**src/rtl/apb_req_arbiter_if.sv**
```systemverilog
// apb_req_arbiter_if: bundle between two requesters, the arbiter and an APB master.
//
// Requester side (two requesters; field i of each bus belongs to requester i):
//   req_start[1:0]         request, held until the matching req_ready
//   req_write[1:0]         direction, 1 = write
//   req_sel[3:0]           target slave id, [2i+1:2i]
//   req_addr/req_wdata/req_wait_cycles[15:0]  8-bit fields, [8i+7:8i]
//   req_ready[1:0]         one-cycle completion pulse
//   req_err[1:0]           error flag, valid with req_ready
//   req_rdata[7:0]         shared read data, valid with req_ready
// APB master side:
//   start, write, sel[1:0], addr, wdata, wait_cycles[7:0]  latched command
//   ready, rdata[7:0]      completion from the APB master
//   grant[1:0]             one-hot owner of the current transfer
//
// Modports: master = the arbiter, slave = requesters plus the APB master.
interface apb_req_arbiter_if;
  logic [1:0]  req_start;
  logic [1:0]  req_write;
  logic [3:0]  req_sel;
  logic [15:0] req_addr;
  logic [15:0] req_wdata;
  logic [15:0] req_wait_cycles;
  logic [1:0]  req_ready;
  logic [1:0]  req_err;
  logic [7:0]  req_rdata;
  logic        start;
  logic        write;
  logic [1:0]  sel;
  logic [7:0]  addr;
  logic [7:0]  wdata;
  logic [7:0]  wait_cycles;
  logic        ready;
  logic [7:0]  rdata;
  logic [1:0]  grant;

  modport master (
    input  req_start, req_write, req_sel, req_addr, req_wdata, req_wait_cycles, ready, rdata,
    output req_ready, req_err, req_rdata, start, write, sel, addr, wdata, wait_cycles, grant
  );

  modport slave (
    output req_start, req_write, req_sel, req_addr, req_wdata, req_wait_cycles, ready, rdata,
    input  req_ready, req_err, req_rdata, start, write, sel, addr, wdata, wait_cycles, grant
  );
endinterface

```
**src/rtl/apb_req_arbiter.sv**
```systemverilog
// apb_req_arbiter: two-requester round-robin arbiter in front of an APB master.
//
// Ports:
//   clk    single clock, rising edge
//   reset  asynchronous, active-low reset
//   bus    apb_req_arbiter_if.master (requester side and APB master side)
// Parameters:
//   TIMEOUT_CYCLES  WAIT cycles before a transfer is aborted with an error
// Configuration macro:
//   APB_ARB_TIMEOUT_EN  when defined, a WAIT-cycle counter aborts stalled transfers;
//                       when undefined, WAIT lasts until ready and no counter exists.
//
// Flow: IDLE -> ISSUE (start pulse) -> WAIT (until ready) -> DONE (req_ready pulse) -> IDLE.
// A granted sel of 00 jumps from IDLE straight to DONE with an error. All outputs registered.
module apb_req_arbiter #(
  parameter int unsigned TIMEOUT_CYCLES = 64
) (
  input logic               clk,
  input logic               reset,
  apb_req_arbiter_if.master bus
);

  typedef enum logic [1:0] {StIdle, StIssue, StWait, StDone} state_e;

  state_e     state_q, state_d;
  logic       last_q, last_d;  // index of the requester granted most recently
  logic [1:0] grant_q, grant_d;
  logic       start_q, start_d;
  logic       write_q, write_d;
  logic [1:0] sel_q, sel_d;
  logic [7:0] addr_q, addr_d;
  logic [7:0] wdata_q, wdata_d;
  logic [7:0] wait_cycles_q, wait_cycles_d;
  logic [1:0] req_ready_q, req_ready_d;
  logic [1:0] req_err_q, req_err_d;
  logic [7:0] req_rdata_q, req_rdata_d;

  logic       win;
  logic [1:0] win_oh;
  logic [1:0] win_sel;
  logic       timeout;

  // On a tie the requester not granted last wins; a lone request wins outright.
  assign win     = (bus.req_start == 2'b11) ? ~last_q : bus.req_start[1];
  assign win_oh  = win ? 2'b10 : 2'b01;
  assign win_sel = bus.req_sel[{win, 1'b0} +: 2];

`ifdef APB_ARB_TIMEOUT_EN
  localparam int unsigned CntW = (TIMEOUT_CYCLES > 1) ? $clog2(TIMEOUT_CYCLES) : 1;

  logic [CntW-1:0] cnt_q, cnt_d;

  // Counts completed WAIT cycles; cleared whenever the FSM is elsewhere.
  always_comb begin
    cnt_d = '0;
    if (state_q == StWait) begin
      cnt_d = cnt_q + CntW'(1);
    end
  end

  always_ff @(posedge clk or negedge reset) begin
    if (!reset) begin
      cnt_q <= '0;
    end else begin
      cnt_q <= cnt_d;
    end
  end

  assign timeout = (cnt_q == CntW'(TIMEOUT_CYCLES - 1));
`else
  logic unused_timeout_cfg;
  assign unused_timeout_cfg = ^TIMEOUT_CYCLES;
  assign timeout = 1'b0;
`endif

  // State and output registers.
  always_ff @(posedge clk or negedge reset) begin
    if (!reset) begin
      state_q       <= StIdle;
      last_q        <= 1'b1;  // requester 0 wins the first tie
      grant_q       <= '0;
      start_q       <= 1'b0;
      write_q       <= 1'b0;
      sel_q         <= '0;
      addr_q        <= '0;
      wdata_q       <= '0;
      wait_cycles_q <= '0;
      req_ready_q   <= '0;
      req_err_q     <= '0;
      req_rdata_q   <= '0;
    end else begin
      state_q       <= state_d;
      last_q        <= last_d;
      grant_q       <= grant_d;
      start_q       <= start_d;
      write_q       <= write_d;
      sel_q         <= sel_d;
      addr_q        <= addr_d;
      wdata_q       <= wdata_d;
      wait_cycles_q <= wait_cycles_d;
      req_ready_q   <= req_ready_d;
      req_err_q     <= req_err_d;
      req_rdata_q   <= req_rdata_d;
    end
  end

  // Next-state logic.
  always_comb begin
    state_d = state_q;
    unique case (state_q)
      StIdle: begin
        if (|bus.req_start) begin
          state_d = (win_sel == 2'b00) ? StDone : StIssue;
        end
      end
      StIssue: state_d = StWait;
      StWait: begin
        if (bus.ready || timeout) begin
          state_d = StDone;
        end
      end
      StDone:  state_d = StIdle;
      default: state_d = StIdle;
    endcase
  end

  // Next values of the registered outputs.
  always_comb begin
    last_d        = last_q;
    grant_d       = grant_q;
    start_d       = 1'b0;
    write_d       = write_q;
    sel_d         = sel_q;
    addr_d        = addr_q;
    wdata_d       = wdata_q;
    wait_cycles_d = wait_cycles_q;
    req_ready_d   = '0;
    req_err_d     = '0;
    req_rdata_d   = req_rdata_q;
    unique case (state_q)
      StIdle: begin
        grant_d = '0;
        if (|bus.req_start) begin
          grant_d       = win_oh;
          last_d        = win;
          write_d       = bus.req_write[win];
          sel_d         = win_sel;
          addr_d        = bus.req_addr[{win, 3'b000} +: 8];
          wdata_d       = bus.req_wdata[{win, 3'b000} +: 8];
          wait_cycles_d = bus.req_wait_cycles[{win, 3'b000} +: 8];
          if (win_sel == 2'b00) begin
            req_ready_d = win_oh;
            req_err_d   = win_oh;
            req_rdata_d = 8'hFF;
          end else begin
            start_d = 1'b1;
          end
        end
      end
      StIssue: ;
      StWait: begin
        if (bus.ready) begin
          req_ready_d = grant_q;
          req_rdata_d = write_q ? 8'h00 : bus.rdata;
        end else if (timeout) begin
          req_ready_d = grant_q;
          req_err_d   = grant_q;
          req_rdata_d = 8'hFF;
        end
      end
      StDone:  grant_d = '0;
      default: grant_d = '0;
    endcase
  end

  assign bus.grant       = grant_q;
  assign bus.start       = start_q;
  assign bus.write       = write_q;
  assign bus.sel         = sel_q;
  assign bus.addr        = addr_q;
  assign bus.wdata       = wdata_q;
  assign bus.wait_cycles = wait_cycles_q;
  assign bus.req_ready   = req_ready_q;
  assign bus.req_err     = req_err_q;
  assign bus.req_rdata   = req_rdata_q;

endmodule

```
**src/flat_wrapper.sv**
```systemverilog
// flat-port wrapper written by rule: the top's interface ports become plain ports
module apb_req_arbiter_flat 
#(
  parameter int unsigned TIMEOUT_CYCLES = 64
)
  (clk, reset, bus_req_start, bus_req_write, bus_req_sel, bus_req_addr, bus_req_wdata, bus_req_wait_cycles, bus_ready, bus_rdata, bus_req_ready, bus_req_err, bus_req_rdata, bus_start, bus_write, bus_sel, bus_addr, bus_wdata, bus_wait_cycles, bus_grant);
  apb_req_arbiter_if bus_i ();
  input logic clk;
  input logic reset;
  input wire logic [$bits(bus_i.req_start)-1:0] bus_req_start;
  input wire logic [$bits(bus_i.req_write)-1:0] bus_req_write;
  input wire logic [$bits(bus_i.req_sel)-1:0] bus_req_sel;
  input wire logic [$bits(bus_i.req_addr)-1:0] bus_req_addr;
  input wire logic [$bits(bus_i.req_wdata)-1:0] bus_req_wdata;
  input wire logic [$bits(bus_i.req_wait_cycles)-1:0] bus_req_wait_cycles;
  input wire logic [$bits(bus_i.ready)-1:0] bus_ready;
  input wire logic [$bits(bus_i.rdata)-1:0] bus_rdata;
  output wire logic [$bits(bus_i.req_ready)-1:0] bus_req_ready;
  output wire logic [$bits(bus_i.req_err)-1:0] bus_req_err;
  output wire logic [$bits(bus_i.req_rdata)-1:0] bus_req_rdata;
  output wire logic [$bits(bus_i.start)-1:0] bus_start;
  output wire logic [$bits(bus_i.write)-1:0] bus_write;
  output wire logic [$bits(bus_i.sel)-1:0] bus_sel;
  output wire logic [$bits(bus_i.addr)-1:0] bus_addr;
  output wire logic [$bits(bus_i.wdata)-1:0] bus_wdata;
  output wire logic [$bits(bus_i.wait_cycles)-1:0] bus_wait_cycles;
  output wire logic [$bits(bus_i.grant)-1:0] bus_grant;
  assign bus_i.req_start = bus_req_start;
  assign bus_i.req_write = bus_req_write;
  assign bus_i.req_sel = bus_req_sel;
  assign bus_i.req_addr = bus_req_addr;
  assign bus_i.req_wdata = bus_req_wdata;
  assign bus_i.req_wait_cycles = bus_req_wait_cycles;
  assign bus_i.ready = bus_ready;
  assign bus_i.rdata = bus_rdata;
  assign bus_req_ready = bus_i.req_ready;
  assign bus_req_err = bus_i.req_err;
  assign bus_req_rdata = bus_i.req_rdata;
  assign bus_start = bus_i.start;
  assign bus_write = bus_i.write;
  assign bus_sel = bus_i.sel;
  assign bus_addr = bus_i.addr;
  assign bus_wdata = bus_i.wdata;
  assign bus_wait_cycles = bus_i.wait_cycles;
  assign bus_grant = bus_i.grant;
  apb_req_arbiter #(.TIMEOUT_CYCLES(TIMEOUT_CYCLES)) u_core (.clk(clk), .reset(reset), .bus(bus_i));
endmodule
```
**config.mk**
```make
export PLATFORM = sky130hd
export DESIGN_NAME = apb_req_arbiter_flat
export DESIGN_NICKNAME = d
export VERILOG_FILES = /design/src/rtl/apb_req_arbiter_if.sv /design/src/rtl/apb_req_arbiter.sv /design/src/flat_wrapper.sv
export SDC_FILE = /design/constraint.sdc
export NUM_CORES = 1
export LEC_CHECK = 0
export ABC_CLOCK_PERIOD_IN_PS = 3600
export CAP_MARGIN = 25
export CORE_ASPECT_RATIO = 1.4
export CORE_MARGIN = 3
export CORE_UTILIZATION = 42
export CTS_CLUSTER_SIZE = 10
export DETAILED_ROUTE_END_ITERATION = 12
export PLACE_DENSITY = 0.93
export SLEW_MARGIN = 40
export SYNTH_ARGS = -nofsm -noshare
export SYNTH_HDL_FRONTEND = slang
export SYNTH_SLANG_ARGS = --single-unit
```
**constraint.sdc**
```tcl
create_clock -name clk -period 3.6 [get_ports clk]
set_clock_uncertainty 0.05 [all_clocks]
set_input_delay 0.9 -clock clk [delete_from_list [all_inputs] [get_ports clk]]
set_output_delay 0.9 -clock clk [all_outputs]
set_load 0.03 [all_outputs]
```
# == Word level (Yosys, flattened, before mapping) ==
# Cells that the tools add are included.
# word_totals
reg_bits,45
input_bits,67
out_inout_bits,42
wordCells,56
# op_classes
order_cmp,1
eq_ne,7
shifts,4
muxes,23
n_bitwise,1
n_reduce_logical,8
# ops
op,n
variable part select 16 x 5 -> 8 bit,3
2-to-1 mux 8 bit,4
2-to-1 mux 2 bit,9
case mux 8 bit (2 select lines),1
case mux 2 bit (2 select lines),2
case mux 2 bit (4 select lines),1
"== test 2 bit, second input constant",3
2-to-1 mux 1 bit,6
zero test 2 bit,2
"!= test 2 x 1 -> 1 bit, second input constant",2
AND reduction 2 bit,2
AND reduction 4 bit,1
nonzero test 2 bit,2
variable part select 4 x 3 -> 2 bit,1
"== test 2 x 1 -> 1 bit, second input constant",1
"< comparator 1 x 2 -> 1 bit, second input constant",1
"!= test 2 bit, second input constant",1
OR reduction 2 bit,1
NOT 1 bit,1

# == Logic depth before layout (Yosys ltp) ==
# Gate-level depths: netlist (run 1).
# logic_depth
ltp_word,7
mapped_depth,8
ltp_nobuf,6

# == Worst setup path after synthesis (run 1) ==
# OpenSTA, ideal clock, no wires.
# synth_path
path_type,input to register
start,in bus_req_start[0]
end,"reg u_core.req_rdata_q[0], in the netlist u_core.bus.req_rdata[0]"
setup_time_ps,121
arrival_time_ps,2019
t_required_ps,3429
setup_slack_ps,1409
cell_stages,6
n_path_buf,2
cell_sequence,clkbuf_1 a21boi_2 mux2i_1 or3_1 clkbuf_1 o22a_1
# synth_between
elab_chain_cells,6
word_cells_on_any_way,8
classes_between,3 x eq/ne; 1 x shift; 1 x mux; 3 x reduce/logical
# synth_rtl
element,line_no,rtl
from (decl),flat_wrapper.sv:10,input wire logic [$bits(bus_i.req_start)-1:0] bus_req_start;
== test 2 bit,apb_req_arbiter.sv:44,assign win = (bus.req_start == 2'b11) ? ~last_q : bus.req_start[1];
2-to-1 mux 1 bit,apb_req_arbiter.sv:44,
variable part select 4 x 3 -> 2 bit,apb_req_arbiter.sv:46,"assign win_sel = bus.req_sel[{win, 1'b0} +: 2];"
zero test 2 bit,apb_req_arbiter.sv:151,if (win_sel == 2'b00) begin
!= test 2 x 1 -> 1 bit (no source line),-,
AND reduction 4 bit (no source line) (*),-,
to (signal assigned),apb_req_arbiter.sv:103,req_rdata_q <= req_rdata_d;
to (decl),apb_req_arbiter.sv:36,"logic [7:0] req_rdata_q, req_rdata_d;"
# Every way passes the cells marked *; elsewhere a longest branch is shown, timed or not.
# A chain may end at the register's enable or synchronous reset.

# == Worst setup path after layout (run 1) ==
# layout_path
start,"reg u_core.write_q, in the netlist u_core.bus.write"
end,out bus_write
# layout_lines
element,line_no,rtl
from (decl),apb_req_arbiter.sv:29,"logic write_q, write_d;"
from (signal assigned),apb_req_arbiter.sv:96,write_q <= write_d;
to (decl),flat_wrapper.sv:22,output wire logic [$bits(bus_i.write)-1:0] bus_write;
# No word-level cell between the ends.

==> metrics.csv, run 1 <==
stage,metric,value,unit
outcome,status,"finished, final reports clean",
cells_and_area,nets,366,
clock_network,worstSkewPairLatency,0.29,ns
worst_setup_path,r2r-start,u_core.state_q[0],
yosys,ys_warn_count,0,
sta,worstMarginPinSlew,0.556,ns
die,die_h,88.3,microns
sta,fin_crit,2.50,ns
yosys,synth_top_family_by_area,compound AO/OA/AOI/OAI gates,
clock_network,cts_tree,built,
sta,fmax,0.400,GHz
yosys,synthAdderAreaFrac,1.85,%
worst_setup_path,cp.depth,1,
placement,dp.cells,351,
power,switchingPower,1.18,mW
placement,gp_congestion,0.831,
worst_hold_path,holdPathStages,2,
yosys,synth_compound_area_share,15.1,%
routing,antenna_left,0,
sta,setup_viol,0,
die,fp.coreArea,4610,sq um
sta,rsz0062_at_grt,false,
worst_setup_path,r2r_setup_slack,1.55,ns
worst_setup_path,reg2regPathDepth,6,
routing,drt_wl_total,5350,microns
yosys,synth_simple_gate_area_share,10.9,%
worst_setup_path,cp_top_family,buffers and inverters,
cells_and_area,n_antenna_cell,0,
routing,drc,0,
grt,grt_pass1_wl,8630,microns
cells_and_area,final_area,3290,sq um
worst_hold_path,hold_end,u_core.bus.addr[0],
worst_setup_path,cp_cell_sequence,clkdlybuf4s50_1,
clock_network,cts_setup_buffers,0,
sta,finalWorstSetupSlack,1.10,ns
grt,groute.usage.overall,19.6,%
power,power_frac_clock,13.2,%
routing,dr_total_vias,1797,
clock_network,hold_buffers,0,
sta,final-hold-violation-count,0,
worst_setup_path,cp_max_fo,10,
power,p_leak,1.41,nW
yosys,syn_area_per_cell,10.8,sq um
clock_network,cts_sinks,45,
power,power.total,2.78,mW
sta,tns,0,ns
yosys,synth-xor-area-share,0,%
placement,dp_slack,0.845,ns
worst_setup_path,critPathSlowestCell,clkdlybuf4s50_1,
power,swShare,42.5,%
yosys,synth_nets,259,
power,comb_power_share,55.4,%
yosys,ys_types,28,
clock_network,htree_num_levels,2,
die,num_rows,29,
grt,grt_max_degree,56,
grt,grt_pass1_vias,1866,
die,io_pins,109,
worst_setup_path,required,2.65,ns
worst_hold_path,worstHoldStart,u_core.bus.addr[0],
clock_network,post_cts_resized,0,
power,seqPwrFrac,31.4,%
worst_setup_path,cp.buffers_inverters,1,
clock_network,cts_buffer_depth,2,
worst_setup_path,crit_path_start_kind,register,
routing,viasPerCell,5.01,
clock_network,numCtsBuffers,5,
yosys,async_reset_ff_share,100,%
sta,max_slew_margin,62.9,%
yosys,muxShareOfSynthArea,13.8,%
cells_and_area,fin_cells,359,
routing,drt_iter0_drc,98,
routing,first_pass_iters,4,
worst_setup_path,cp.arrival,1.55,ns
worst_setup_path,crit_path_end_kind,output pin,
routing,wl_per_cell,14.9,microns
die,dieArea,5720,sq um
clock_network,root_buffer,clkbuf_8,
worst_setup_path,r2r-end,u_core.bus.req_rdata[4],
power,ir_worst_vdd,415,uV
power,power.density,844,nW/um^2
die,die_w,64.8,microns
sta,final_max_slew_viol_count,0,
placement,place.port_buffers,108,
cells_and_area,mostFrequentLayoutCell,clkdlybuf4s50_1,
placement,post_dp_cell_area,3190,sq um
grt,antenna_found_initial,0,
yosys,ys_seq_area_share,55.5,%
yosys,synth.cell_area,2030,sq um
worst_setup_path,cpPeakStageDelay,0.74,ns
placement,dp_hpwl,4190,microns
worst_setup_path,critPathKind,register to output pin,
die,initial_utilization,44.1,%
power,p_int,1.60,mW
yosys,synth_ff_type,dfrtp_1,
cells_and_area,final_cell_mix,"107 x clkdlybuf4s50_1, 44 x dfrtp_1, 30 x nand2_1",
flow_run,maxCapViolCount,0,
sta,min_period_over_period,69.5,%
cells_and_area,drive_above_1_share,5.72,%
grt,overflow,0,
yosys,synthCells,189,
clock_network,cts.clk_slew.worst_paths,0.09,ns
worst_hold_path,hold_class,register to register,
yosys,synth_edf_count,0,
cells_and_area,areaGrowthSynthToFinish,62.1,%
yosys,ys_ff_latch,45,
[per-layer routing]
metal	vias up	GRT usage [%]	wire length (microns)
met5	-	0	0
met4	0	6.73	90
met3	9	5.46	361
met2	78	37.9	2990
met1	836	19.8	1900
li1	874	-	-
[how the worst max path moves through the flow]
stage                           from                 endpoint  slack (ns)
finish              u_core.bus.write                bus_write        1.10
floorplan           bus_req_start[0]  u_core.bus.req_rdata[0]        1.41
global placement    bus_req_start[0]  u_core.bus.req_rdata[1]        0.91
CTS                 u_core.bus.write                bus_write        1.09
detailed placement  bus_req_start[1]  u_core.bus.req_rdata[4]        0.85
global route        u_core.bus.write                bus_write        1.04
[synthesized netlist by cell type, drive strengths merged (3+ instances only)]
cell type,n,area share (%)
buf,3,0.68
dfrtp,44,54
o22a,8,3.4
clkbuf,8,1.5
mux2i,28,14
o21ai,30,7.4
ha,3,1.8
nor2b,9,2.8
nor2,5,0.92
nand2,30,5.5
inv,4,0.74
[cell families (layout without fill, tap and decap cells)]
group	after synthesis	in the layout
and+or+nand+nor	49	49
DFF	45	45
AOI/OAI and AO/OA	49	49
adders and majority gates	3	3
buffers and inverters	15	123
muxes	28	28
[per-stage QoR]
stage / hold slack, ns / util (%)
after global routing: 0.463 / 71.5
final: 0.433 / 71.5
after detailed placement: 0.424 / 69.1
after global placement: 0.417 / 69.1
after floorplan: 0.450 / -
after CTS: 0.442 / 71.5
[tightest hold or removal path, delay by kind of cell (launching register included)]
kind / cells / cell delay [ns]
compound gates: 1 / 0.06
flops: 1 / 0.34
simple gates: 1 / 0.05
[final cells by class]
cell class | instances | area, sq um
clock inverter | 2 | 35.0
timing repair buffer | 111 | 1100
multi-input combinational | 129 | 865
sequential | 45 | 1130
tap | 62 | 77.6
clock buffer | 6 | 72.6
fill | 353 | 1320
inverter | 4 | 15.0
[power groups by stage]
stage	Clock (mW)	Combinational [mW]	Sequential, mW
3_3_place_gp	0	1.51	0.870
2_1_floorplan	0	0.515	1.27
4_1_cts	0.373	1.55	0.875
6_report	0.366	1.54	0.873
3_5_place_dp	0	1.55	0.884
5_1_grt	0.399	1.66	0.902
[state kept, by name (all words and copies together), names as in the netlist, 2 cells and up]
register	count
u_core.bus.addr	8
u_core.bus.grant	2
u_core.bus.req_err	2
u_core.bus.req_rdata	8
u_core.bus.req_ready	2
u_core.bus.sel	2
u_core.bus.wait_cycles	8
u_core.bus.wdata	8
u_core.state_q	2
No activity file was read; power rests on OpenSTA's default activity.
==> run 2, diff against run 1 <==
ABC_CLOCK_PERIOD_IN_PS = 2100   (was 3600)
CORE_UTILIZATION = 35   (was 42)
PLACE_DENSITY = 0.84   (was 0.93)
clock period = 2.1 ns   (was 3.6 ns; I/O delays follow)
==> run 2 against run 1 <==
Effect of this change: utilization is 9.4 points lower; via count rose by 0.56%; sequential cell count unchanged; register-to-register slack got worse by 1.3 ns; die area up 18%; first-iteration DRC count is 20% higher; critical endpoint is now bus_grant[0].
==> metrics.csv, run 2 (synthesized netlist as in run 1, its figures left out) <==
stage,metric,value,unit,change
routing,first_pass_iters,4,,unchanged
grt,grt_pass1_wl,8650,microns,+0.24%
cells_and_area,fillers,464,,+31%
power,p_int,2.97,mW,+86%
worst_setup_path,cp_top_family,buffers and inverters,,
cells_and_area,areaGrowthSynthToFinish,69.9,%,
sta,rsz0062_at_grt,false,,
worst_setup_path,cp.depth,1,,unchanged
sta,max_slew_margin,66.8,%,+3.8 points
sta,min_period_over_period,93.2,%,
routing,wl_per_cell,14.4,microns,-3.3%
power,seqPwrFrac,29.5,%,-1.9 points
worst_setup_path,setup.worst_path.start,u_core.bus.grant[0],,
cells_and_area,mostFrequentLayoutCell,clkdlybuf4s50_1,,
clock_network,cts_buffer_depth,2,,unchanged
worst_setup_path,required,1.52,ns,-1.13 ns
placement,gp_congestion,0.762,,-8.3%
worst_setup_path,cp.buffers_inverters,1,,unchanged
die,die_w,70.4,microns,+8.7%
power,power.total,5.03,mW,+81%
routing,dr_total_vias,1807,,+0.56%
cells_and_area,nets,378,,+3.3%
cells_and_area,drive_above_1_share,9.71,%,+4.0 points
sta,final-hold-violation-count,0,,unchanged
power,switchingPower,2.06,mW,+75%
worst_setup_path,reg2regPathDepth,7,,+1
clock_network,post_cts_resized,0,,unchanged
sta,tns,0,ns,unchanged
routing,viasPerCell,4.79,,-4.2%
die,fp.coreArea,5570,sq um,+21%
clock_network,root_buffer,clkbuf_8,,
power,p_leak,1.49,nW,+6.1%
sta,worstMarginPinSlew,0.496,ns,-0.0600 ns
clock_network,numCtsBuffers,5,,unchanged
clock_network,htree_num_levels,2,,unchanged
outcome,status,"finished, final reports clean",,
routing,antenna_left,0,,unchanged
worst_setup_path,crit_path_start_kind,register,,
flow_run,maxCapViolCount,0,,unchanged
die,dieArea,6770,sq um,+18%
die,num_rows,32,,+10%
clock_network,cts_tree,built,,
worst_setup_path,crit_path_end_kind,output pin,,
grt,grt_max_degree,35,,-38%
worst_setup_path,critPathKind,register to output pin,,
worst_setup_path,cp_max_fo,3,,-7
placement,place.port_buffers,108,,unchanged
die,die_h,96.2,microns,+8.9%
worst_setup_path,critPathSlowestCell,clkdlybuf4s50_1,,
sta,fin_crit,1.96,ns,
sta,setup_viol,0,,unchanged
power,comb_power_share,55.4,%,about the same
grt,grt_pass1_vias,1838,,-1.5%
routing,drt_wl_total,5430,microns,+1.5%
die,initial_utilization,36.5,%,-7.6 points
worst_setup_path,cp_cell_sequence,clkdlybuf4s50_1,,
clock_network,cts_sinks,45,,unchanged
worst_hold_path,hold_class,input port to async pin,,
worst_setup_path,r2r-start,u_core.state_q[0],,
clock_network,worstSkewPairLatency,0.29,ns,about the same
grt,groute.usage.overall,16.1,%,-3.5 points
die,io_pins,109,,unchanged
clock_network,cts.clk_slew.worst_paths,0.09,ns,about the same
worst_setup_path,cp.arrival,1.38,ns,-0.17 ns
worst_setup_path,cpPeakStageDelay,0.69,ns,-0.05 ns
power,ir_worst_vdd,886,uV,+110%
cells_and_area,final_cell_mix,"107 x clkdlybuf4s50_1, 44 x dfrtp_1, 30 x nand2_1",,
grt,overflow,0,,unchanged
placement,dp_hpwl,4410,microns,+5.3%
power,power.density,1460,nW/um^2,+73%
power,swShare,40.9,%,-1.5 points
grt,antenna_found_initial,0,,unchanged
sta,fmax,0.511,GHz,
power,power_frac_clock,15.1,%,+1.9 points
clock_network,hold_buffers,0,,unchanged
cells_and_area,n_antenna_cell,0,,unchanged
routing,drt_iter0_drc,118,,+20%
sta,final_max_slew_viol_count,0,,unchanged
clock_network,cts_setup_buffers,0,,unchanged
routing,drc,0,,unchanged
[run 2: cell count changes in the layout (fill, tap and decap cells not counted), sizes merged]
cell / previous run / this run
buf: 4 / 16
bufinv: 1 / 2
clkbuf: 6 / 5
[run 2: layout make-up]
class	instances	area (sq um)	area share, %
Multi-Input combinational cell	129	865	25.0
Inverter	4	15.0	0.435
Timing Repair Buffer	123	1230	35.5
Tap cell	68	85.1	2.46
Clock buffer	5	68.8	1.99
Sequential cell	45	1130	32.7
Clock inverter	3	65.1	1.88
[run 2: power by group through the flow]
stage          Sequential [mW]  Clock (mW)  Combinational, mW
2_1_floorplan             2.18           0              0.884
3_5_place_dp              1.50           0               2.82
4_1_cts                   1.48       0.784               2.83
3_3_place_gp              1.48           0               2.75
6_report                  1.48       0.760               2.79
5_1_grt                   1.54       0.820               2.99
[run 2: path summary, 6_finish.rpt]
check	to	slack, ns
setup reg to reg	u_core.bus.req_rdata[4]	0.29
setup / recovery	bus_grant[0]	0.14
hold reg to reg	u_core.bus.wait_cycles[0]	0.43
max in group asynchronous	u_core.last_q	1.33
min in group clk	u_core.bus.wait_cycles[0]	0.43
hold / removal	u_core.bus.write	0.11
[run 2: per-stage QoR]
stage	hold slack [ns]	instance area, sq um	util [%]	instances	setup slack (ns)
2_1_floorplan	0.179	2030	-	189	0.284
3_3_place_gp	0.417	3320	59.6	369	-0.0654
3_5_place_dp	0.424	3320	59.6	369	-0.175
4_1_cts	0.113	3450	62.0	377	0.129
5_1_grt	0.135	3450	62.0	377	0.0253
6_report	0.107	3450	62.0	377	0.143
[run 2: per-layer routing]
layer  vias up  GRT usage [%]  wire length, microns
met1       842           17.4                  1890
met4         0           4.63                    51
li1        899              -                     -
met3         6           4.08                   386
met2        60           30.7                  3100
met5         -              0                     0
